<file path="src/rtl/mips_ctrl_pkg.sv">
// Shared types and constants for the MIPS run controller: FSM states,
// HALT opcode and register-index width.
package mips_ctrl_pkg;

  localparam int unsigned REG_IDX_W   = 5;
  localparam logic [5:0]  HALT_OPCODE = 6'b111111;

  typedef enum logic [2:0] {
    ST_IDLE = 3'd0,
    ST_LOAD = 3'd1,
    ST_RUN  = 3'd2,
    ST_DUMP = 3'd3,
    ST_DONE = 3'd4
  } run_state_e;

  function automatic logic is_halt_instr(input logic [31:0] instr);
    return (instr[31:26] == HALT_OPCODE);
  endfunction

  function automatic logic is_busy_state(input run_state_e st);
    return (st == ST_LOAD) || (st == ST_RUN) || (st == ST_DUMP);
  endfunction

endpackage

</file>
<file path="src/rtl/run_watchdog.sv">
// RUN-phase cycle watchdog: counts enabled cycles from 1 and flags the cycle
// whose count equals a non-zero limit.
module run_watchdog #(
  parameter int TO_W = 16
) (
  input  logic            i_clk,
  input  logic            i_rst_n,
  input  logic            i_enable,
  input  logic            i_clear,
  input  logic [TO_W-1:0] i_limit,
  output logic            o_expired
);

  localparam logic [TO_W-1:0] ONE_TO = TO_W'(1);

  logic [TO_W-1:0] r_cnt;
  logic [TO_W-1:0] w_limit_m1;

  assign w_limit_m1 = i_limit - ONE_TO;

  // Completed-cycle counter; the current cycle's count is r_cnt + 1.
  always_ff @(posedge i_clk or negedge i_rst_n) begin
    if (!i_rst_n) begin
      r_cnt <= '0;
    end else if (i_clear) begin
      r_cnt <= '0;
    end else if (i_enable) begin
      r_cnt <= r_cnt + ONE_TO;
    end else begin
      r_cnt <= r_cnt;
    end
  end

  // Expiry decode; a zero limit disables the watchdog.
  always_comb begin
    o_expired = 1'b0;
    if (i_enable && (i_limit != '0) && (r_cnt == w_limit_m1)) begin
      o_expired = 1'b1;
    end else begin
      o_expired = 1'b0;
    end
  end

endmodule

</file>
<file path="src/rtl/mips_run_ctrl.sv">
// Load/run/dump sequencer for a MIPS core. Define RUN_CTRL_DUMP_EN to enable
// the register dump phase; otherwise RUN goes straight to DONE.
module mips_run_ctrl
  import mips_ctrl_pkg::*;
#(
  parameter int MEM_AW = 10,
  parameter int NDUMP  = 10,
  parameter int TO_W   = 16
) (
  input  logic                 clk1,
  input  logic                 rst_n,
  input  logic                 start,
  input  logic [MEM_AW-1:0]    prog_len,
  input  logic [TO_W-1:0]      timeout_limit,
  input  logic                 ld_valid,
  input  logic [31:0]          ld_data,
  output logic                 ld_ready,
  output logic                 imem_we,
  output logic [MEM_AW-1:0]    imem_addr,
  output logic [31:0]          imem_wdata,
  output logic                 cpu_run,
  input  logic                 cpu_halted,
  output logic [REG_IDX_W-1:0] dbg_raddr,
  input  logic [31:0]          dbg_rdata,
  output logic                 dump_valid,
  output logic [REG_IDX_W-1:0] dump_idx,
  output logic [31:0]          dump_data,
  input  logic                 dump_ready,
  output logic                 busy,
  output logic                 done,
  output logic                 timeout
);

  localparam logic [MEM_AW-1:0] ONE_AW = MEM_AW'(1);

`ifdef RUN_CTRL_DUMP_EN
  localparam run_state_e RUN_EXIT = ST_DUMP;
  localparam logic [REG_IDX_W-1:0] LAST_IDX = REG_IDX_W'(NDUMP - 1);
  localparam logic [REG_IDX_W-1:0] ONE_IDX  = REG_IDX_W'(1);
`else
  localparam run_state_e RUN_EXIT = ST_DONE;
`endif

  run_state_e        r_state;
  run_state_e        w_next;
  logic [MEM_AW-1:0] r_len;
  logic [MEM_AW-1:0] r_wcnt;
  logic [TO_W-1:0]   r_limit;
  logic              r_first;
  logic              r_timeout;

  logic w_start_ok;
  logic w_load_acc;
  logic w_last_word;
  logic w_halt;
  logic w_expired;
  logic w_set_to;
  logic w_in_run;

  assign w_in_run    = (r_state == ST_RUN);
  assign w_start_ok  = start && ((r_state == ST_IDLE) || (r_state == ST_DONE));
  assign w_load_acc  = (r_state == ST_LOAD) && ld_valid;
  assign w_last_word = (r_wcnt == (r_len - ONE_AW));
  // The halt flag is stale on the first RUN cycle, so it is masked there.
  assign w_halt      = w_in_run && cpu_halted && !r_first;
  assign w_set_to    = w_in_run && !w_halt && w_expired;

  run_watchdog #(
    .TO_W(TO_W)
  ) u_watchdog (
    .i_clk     (clk1),
    .i_rst_n   (rst_n),
    .i_enable  (w_in_run),
    .i_clear   (!w_in_run),
    .i_limit   (r_limit),
    .o_expired (w_expired)
  );

`ifdef RUN_CTRL_DUMP_EN
  logic [REG_IDX_W-1:0] r_idx;
  logic                 w_dump_acc;
  logic                 w_last_dump;

  assign w_dump_acc  = (r_state == ST_DUMP) && dump_ready;
  assign w_last_dump = (r_idx == LAST_IDX);

  // Dump index: restarts on each accepted start, advances per accepted beat.
  always_ff @(posedge clk1 or negedge rst_n) begin
    if (!rst_n) begin
      r_idx <= '0;
    end else if (w_start_ok) begin
      r_idx <= '0;
    end else if (w_dump_acc) begin
      r_idx <= r_idx + ONE_IDX;
    end else begin
      r_idx <= r_idx;
    end
  end

  // Dump stream: index and data are held by r_idx while dump_ready is low.
  always_comb begin
    dump_valid = 1'b0;
    dump_idx   = '0;
    dbg_raddr  = '0;
    dump_data  = 32'd0;
    if (r_state == ST_DUMP) begin
      dump_valid = 1'b1;
      dump_idx   = r_idx;
      dbg_raddr  = r_idx;
      dump_data  = dbg_rdata;
    end else begin
      dump_valid = 1'b0;
    end
  end
`else
  logic w_unused;
  assign w_unused   = ^{dump_ready, dbg_rdata};
  assign dump_valid = 1'b0;
  assign dump_idx   = '0;
  assign dbg_raddr  = '0;
  assign dump_data  = 32'd0;
`endif

  // Next-state logic.
  always_comb begin
    w_next = r_state;
    case (r_state)
      ST_IDLE, ST_DONE: begin
        if (start) begin
          w_next = (prog_len == '0) ? ST_RUN : ST_LOAD;
        end else begin
          w_next = r_state;
        end
      end
      ST_LOAD: begin
        if (w_load_acc && w_last_word) begin
          w_next = ST_RUN;
        end else begin
          w_next = ST_LOAD;
        end
      end
      ST_RUN: begin
        if (w_halt || w_expired) begin
          w_next = RUN_EXIT;
        end else begin
          w_next = ST_RUN;
        end
      end
      ST_DUMP: begin
`ifdef RUN_CTRL_DUMP_EN
        if (w_dump_acc && w_last_dump) begin
          w_next = ST_DONE;
        end else begin
          w_next = ST_DUMP;
        end
`else
        w_next = ST_DONE;
`endif
      end
      default: w_next = ST_IDLE;
    endcase
  end

  // State and sequence-context registers.
  always_ff @(posedge clk1 or negedge rst_n) begin
    if (!rst_n) begin
      r_state   <= ST_IDLE;
      r_len     <= '0;
      r_wcnt    <= '0;
      r_limit   <= '0;
      r_first   <= 1'b0;
      r_timeout <= 1'b0;
    end else begin
      r_state <= w_next;
      r_first <= (w_next == ST_RUN) && (r_state != ST_RUN);
      if (w_start_ok) begin
        r_len     <= prog_len;
        r_limit   <= timeout_limit;
        r_wcnt    <= '0;
        r_timeout <= 1'b0;
      end else begin
        if (w_load_acc) begin
          r_wcnt <= r_wcnt + ONE_AW;
        end
        if (w_set_to) begin
          r_timeout <= 1'b1;
        end
      end
    end
  end

  // Status and program-load outputs decoded from the state register.
  always_comb begin
    cpu_run    = (r_state == ST_RUN);
    busy       = is_busy_state(r_state);
    done       = (r_state == ST_DONE);
    timeout    = r_timeout;
    ld_ready   = (r_state == ST_LOAD);
    imem_we    = 1'b0;
    imem_addr  = '0;
    imem_wdata = 32'd0;
    if (r_state == ST_LOAD) begin
      imem_we    = ld_valid;
      imem_addr  = r_wcnt;
      imem_wdata = ld_data;
    end else begin
      imem_we = 1'b0;
    end
  end

endmodule

</file>
<file path="config.mk">
export PLATFORM = sky130hd
export DESIGN_NAME = mips_run_ctrl
export DESIGN_NICKNAME = d
export VERILOG_FILES = /design/src/rtl/mips_ctrl_pkg.sv /design/src/rtl/run_watchdog.sv /design/src/rtl/mips_run_ctrl.sv
export SDC_FILE = /design/constraint.sdc
export NUM_CORES = 1
export LEC_CHECK = 0
export BUFFER_PORTS_ARGS = -buffer_cell sky130_fd_sc_hd__buf_4
export CAP_MARGIN = 25
export CORE_ASPECT_RATIO = 1.75
export CORE_MARGIN = 2
export CORE_UTILIZATION = 41
export DETAILED_ROUTE_END_ITERATION = 8
export GPL_TIMING_DRIVEN = 0
export HOLD_SLACK_MARGIN = 0.08
export MAX_ROUTING_LAYER = met4
export PLACE_DENSITY = 0.72
export SLEW_MARGIN = 5
export SYNTH_ARGS = -nofsm -noshare
export SYNTH_HDL_FRONTEND = slang
export SYNTH_HIERARCHICAL = 1
export SYNTH_SLANG_ARGS = --single-unit
</file>
<file path="constraint.sdc">
create_clock -name clk1 -period 3.4 [get_ports clk1]
set_clock_uncertainty 0.2 [all_clocks]
set_input_delay 0.17 -clock clk1 [delete_from_list [all_inputs] [get_ports clk1]]
set_output_delay 0.17 -clock clk1 [all_outputs]
set_load 0.01 [all_outputs]
</file>
### Word level (Yosys, flattened, before mapping)

Cells that the tools add are included.

| operators by class | value |
|---|---|
| $add $sub $neg | 4 |
| equality and inequality tests | 8 |
| mux-type cells | 14 |
| reduce and logical (&&, ||, !) cells | 22 |

Operator list:

| operator | number |
|---|---|
| two-way mux 32 bit | 1 |
| two-way mux 10 bit | 3 |
| adder 16 x 1 -> 16 bit, second input constant | 1 |
| == test 16 bit | 1 |
| two-way mux 16 bit | 1 |
| nonzero test 16 bit | 1 |
| subtractor 16 x 1 -> 16 bit, second input constant | 1 |
| one-hot mux 3 bit (4 select lines) | 1 |
| adder 10 x 1 -> 10 bit, second input constant | 1 |
| == test 10 bit | 1 |
| logical AND 1 bit | 10 |
| zero test 10 bit | 1 |
| subtractor 10 x 1 -> 10 bit, second input constant | 1 |
| == test 3 x 2 -> 1 bit, second input constant | 3 |
| two-way mux 3 bit | 2 |
| logical OR 1 bit | 4 |
| two-way mux 1 bit | 4 |
| two-way mux 2 bit | 2 |
| nonzero test 2 bit | 2 |
| == test 3 x 1 -> 1 bit, second input constant | 1 |
| == test 3 bit, second input constant | 1 |
| zero test 3 bit | 1 |
| inequality test 3 x 2 -> 1 bit, second input constant | 1 |
| zero test 1 bit | 2 |
| OR reduction 2 bit | 1 |

| storage, ports and cells | value |
|---|---|
| bits in registers | 57 |
| input port bits | 96 |
| output and inout port bits | 91 |

### Longest topological paths before layout

| logic depth | value |
|---|---|
| depth in word-level cells | 9 |
| mapped depth | 12 |

### Modules after synthesis

Netlist, hierarchy kept.

Modules (own cells, without submodules):

| module | times used | cells an instance | area an instance (um2) |
|---|---|---|---|
| mips_run_ctrl | 1 | 328 | 2,676.3 |
| run_watchdog | 1 | 167 | 1,368.8 |

### Least setup slack after synthesis

Ideal clock, no wire load.

| path | value |
|---|---|
| path kind | register to register |
| start point | register r_limit[0] |
| end point | register r_first |
| arrival time | 2.632 ns |
| data required time | 3.066 ns |
| slack | 0.433 ns |
| stages on the path, launching flop included | 12 |
| path buffers | 1 |
| period minus slack after synthesis | 2.967 ns |
| cell sequence | dfrtp_1 > inv_1 > ha_1 > clkbuf_1 > nand3_1 > xnor2_1 > or4_4 > a2111oi_2 > and4_1 > nor3_1 > a21oi_1 > a21oi_1 |

| on the way | value |
|---|---|
| cells in the longest elaborated chain, start to end | 9 |
| elaborated cells between the ends (all ways) | 11 |
| those cells by class | 1 x add/sub; 2 x eq/ne; 3 x mux; 5 x reduce/logical |

RTL lines:

| item | RTL line | source |
|---|---|---|
| start, declared | mips_run_ctrl.sv:48 | `logic [TO_W-1:0] r_limit;` |
| start signal, assigned | mips_run_ctrl.sv:178 | `r_limit <= timeout_limit;` |
| subtractor 16 x 1 -> 16 bit / nonzero test 16 bit (equally long branches) | run_watchdog.sv:19, run_watchdog.sv:37 |  |
| == test 16 bit / logical AND 1 bit (equally long branches) | run_watchdog.sv:37 | `if (i_enable && (i_limit != '0) && (r_cnt == w_limit_m1)) begin` |
| logical AND 1 bit (*) | run_watchdog.sv:37 |  |
| two-way mux 1 bit (*) | run_watchdog.sv:37 |  |
| named net w_expired | mips_run_ctrl.sv:56 | `logic w_expired;` |
| logical OR 1 bit (*) | mips_run_ctrl.sv:143 | `if (w_halt \|\| w_expired) begin` |
| two-way mux 3 bit (*) | mips_run_ctrl.sv:143 |  |
| one-hot mux 3 bit (4 select lines) (*) | mips_run_ctrl.sv:127 | `case (r_state)` |
| == test 3 x 2 -> 1 bit (*) | mips_run_ctrl.sv:175 | `r_first <= (w_next == ST_RUN) && (r_state != ST_RUN);` |
| logical AND 1 bit (*) | mips_run_ctrl.sv:175 |  |
| end signal, assigned | mips_run_ctrl.sv:175 |  |
| end, declared | mips_run_ctrl.sv:49 | `logic r_first;` |

The timed path passes the listed nets; every way through them passes the cells marked *.
A chain may end at the register's enable or synchronous reset.

### Final worst setup path

Ends and elaborated chain as after synthesis.

==> key figures <==
Run status
  • Outcome: finished, final reports clean

STA
  • Setup TNS: 0 ns
  • Final Max Tran Viols: 0
  • Peak Freq: 305 MHz
  • PnR worst setup slack: 0.120 ns
  • Post-route minimum period: 3.28 ns
  • Endpoints failing setup: 0
  • Max-slew headroom: 47.8%
  • Hold WS: 0.179 ns
  • RSZ-0062 raised after global routing: no
  • Fin crit share: 96.5%
  • Worst-margin pin slew: 0.772 ns
  • Final Hold Fails: 0

Layout
  • Leading cell types in the layout, fill and taps excluded: buf_4, nand2_1, dfrtp_1
  • Nets: 787
  • Fillers: 878
  • Most common cell after layout, fill and taps aside: buf_4
  • Final Non-Filler Cells: 816
  • Layout cells sized above 1: 26.3%
  • P&R area growth vs syn: 43.0%
  • Area of the multi-input gates: 2340 um2
  • Fin util: 59.4%
  • Number of diodes: 0
  • Register area: 1430 um2

Synth
  • Synth cell types: 56
  • Top-area cell type share of the netlist area: 35.3%
  • Post-Synthesis Cells: 495
  • Mean Syn Cell Area: 8.17 um2
  • Synthesized cell area: 4050 um2
  • Area leader, netlist: dfrtp_1
  • Seq cells post-synth: 57
  • Synth Warn #: 6
  • EDFF count, synth: 0
  • Most used DFF post-synth: dfrtp_1
  • Synth top area cells: dfrtp_1, nand2_1, buf_4, and2_1, xor2_1
  • Sequential area share after synthesis: 35.3%
  • Async S/R FF share, synth: 100%

Min path
  • Hold Path Class: in -> reg
  • Hold path cells: 4

Global routing
  • Antenna violations before repair: 0
  • Total gr overflow: 0
  • Vias in the first global route: 3,759
  • Global-route wire length before repair: 17.6 mm
  • Global Route Usage Sum: 21.4%
  • Pin count of the biggest net entering global routing: 58

Drt
  • Detailed Route WL: 11.2 mm
  • DR iter-0 viols: 222
  • Vias/cell: 4.81
  • DRC violations left: 0
  • DR vias: 3,921
  • Detail Route Antenna Nets: 0
  • Routed length per instance: 13.7 um
  • First drt pass iteration count: 4

CTS
  • CTS root buf: clkbuf_16
  • Clock sinks: 57
  • TritonCTS buffer count: 9
  • CTS tree: done
  • Deepest clock path buffer count: 2
  • Clk slew on worst S/H paths: 0.05 ns
  • H-tree levels: 3
  • Clk_lat worst skew: 0.33 ns

Floorplanning
  • Full die area: 10,700 um2
  • Core box area: 9730 um2
  • Die X: 79.1 um
  • FP Rows: 48
  • Top Ports: 187
  • Height of the die: 135 um
  • Initial core utilization: 41.6%

Setup path
  • R2r worst-path depth: 10
  • CP Capture Type: register
  • CP Buf/Inv Count: 1
  • Max FO, Critical Path: 10
  • Stages on worst setup path: 10
  • Startpoint Class: register
  • Delay-heaviest family, CP: simple AND/OR/NAND/NOR gates
  • Data arrival, critical path: 3.27 ns
  • CP max stage delay: 0.54 ns
  • Crit-path slowest cell: or4_4
  • Critical path cell sequence: inv_1 -> ha_2 -> nand3_1 -> xnor2_1 -> or4_4 -> a2111oi_2 -> and4_1 -> nor3_1 -> a21oi_1 -> a21oi_1
  • Worst Path Required: 3.39 ns
  • Setup CP Type: reg -> reg
  • Crit-path most repeated cell: a21oi_1

Pwr
  • Leakage: 2.82 nW
  • Peak supply drop: 0.362 mV
  • Pwr per Cell Area: 658 nW/um2

Placed design
  • Placed Cells: 772
  • Input/output buffers: 110
  • GPL Wtd Cong: 0.889
  • Pre-CTS worst setup slack: -0.100 ns
  • Post-DP HPWL: 8.72 mm

Run
  • Max-cap viol count: 0
through the flow:
stage | power (mW) | cell area [um2]
3_5_place_dp | 2.86 | 5180
6_report | 3.81 | 5780
2_1_floorplan | 2.26 | 4200
5_1_grt | 4.07 | 5780
4_1_cts | 3.82 | 5780
3_3_place_gp | 2.78 | 5180
worst min-delay path, stage by stage:
cell and delay, ns:
buf_4 0.10, nor2b_1 0.15, nor3_1 0.13, o22ai_1 0.10
flip-flops by register name, indices dropped and copies added (netlist names):
name and flops:
r_limit 16, u_watchdog/r_cnt 16, r_len 10, r_wcnt 10
r_state 3, r_first 1, timeout 1
per-layer routing:
layer / GRT usage [%] / vias to the layer above / part of all wire (%)
li1: - / 1950 / -
met1: 19.4 / 1825 / 33
met2: 41.5 / 126 / 58
met3: 4.53 / 20 / 6.4
met4: 9.29 / 0 / 2.3
met5: - / - / 0
cell families after synthesis:
| family | synth area share [%] |
|---|---|
| flip-flops | 35.3 |
| AO/OA/AOI/OAI | 7.45 |
| other | 0.0927 |
| AND/OR/NAND/NOR | 32.8 |
| buffers and inverters | 10.9 |
| XOR/XNOR | 11.3 |
| adder cells (fa/ha/maj) | 1.55 |
| multiplexers | 0.742 |
repair_timing:
action / 4_1_cts / 5_1_grt
setup endpoints to repair: 3 / 3
setup buffers: 0 / 0
hold buffers: 29 / 0
gates resized for setup: 0 / 1
endpoints found under the hold margin: 88 / 0
path summary, 6_finish.rpt:
check / from / end / slack [ns]
max: r_limit[0]$_DFFE_PN0P_ / r_first$_DFF_PN0_ / 0.12
min: cpu_halted / r_state[2]$_DFF_PN0_ / 0.18
max reg2reg: r_limit[0]$_DFFE_PN0P_ / r_first$_DFF_PN0_ / 0.12
min reg2reg: timeout$_DFFE_PN0P_ / timeout$_DFFE_PN0P_ / 0.32
max in group asynchronous: rst_n / r_limit[10]$_DFFE_PN0P_ / 2.27
min in group asynchronous: rst_n / r_len[2]$_DFFE_PN0P_ / 0.24
cells in the mapped netlist (all sizes together), types with 2 or more instances:
cell type / number
nand2: 99
o2111ai: 3
buf: 46
nor2: 42
dfrtp: 57
mux2i: 3
and4: 2
nor2b: 3
inv: 8
nor3b: 3
a21oi: 9
and3: 6
xor2: 28
xnor2: 24
nand3b: 2
nand2b: 3
o21ai: 13
a31oi: 6
nor3: 10
or4: 4
nor4b: 2
and2: 43
nand3: 20
nand4b: 2
o31ai: 2
clkbuf: 17
nand4: 10
ha: 5
nor4: 4
power by group:
part           internal, mW  switching (mW)
clock network         0.624           0.294
registers             0.868           0.311
logic                 0.806           0.904
total                  2.30            1.51
area by class of cell:
type | instances | area share [%]
flip-flops and latches | 57 | 24.7
multi-input cells | 408 | 40.5
clock inverters | 2 | 0.606
inverters | 9 | 0.606
clock buffers | 14 | 4.74
plain buffers | 62 | 6.92
repair buffers | 139 | 19.3
well taps | 125 | 2.70
Power figures use the tool's default switching activity.
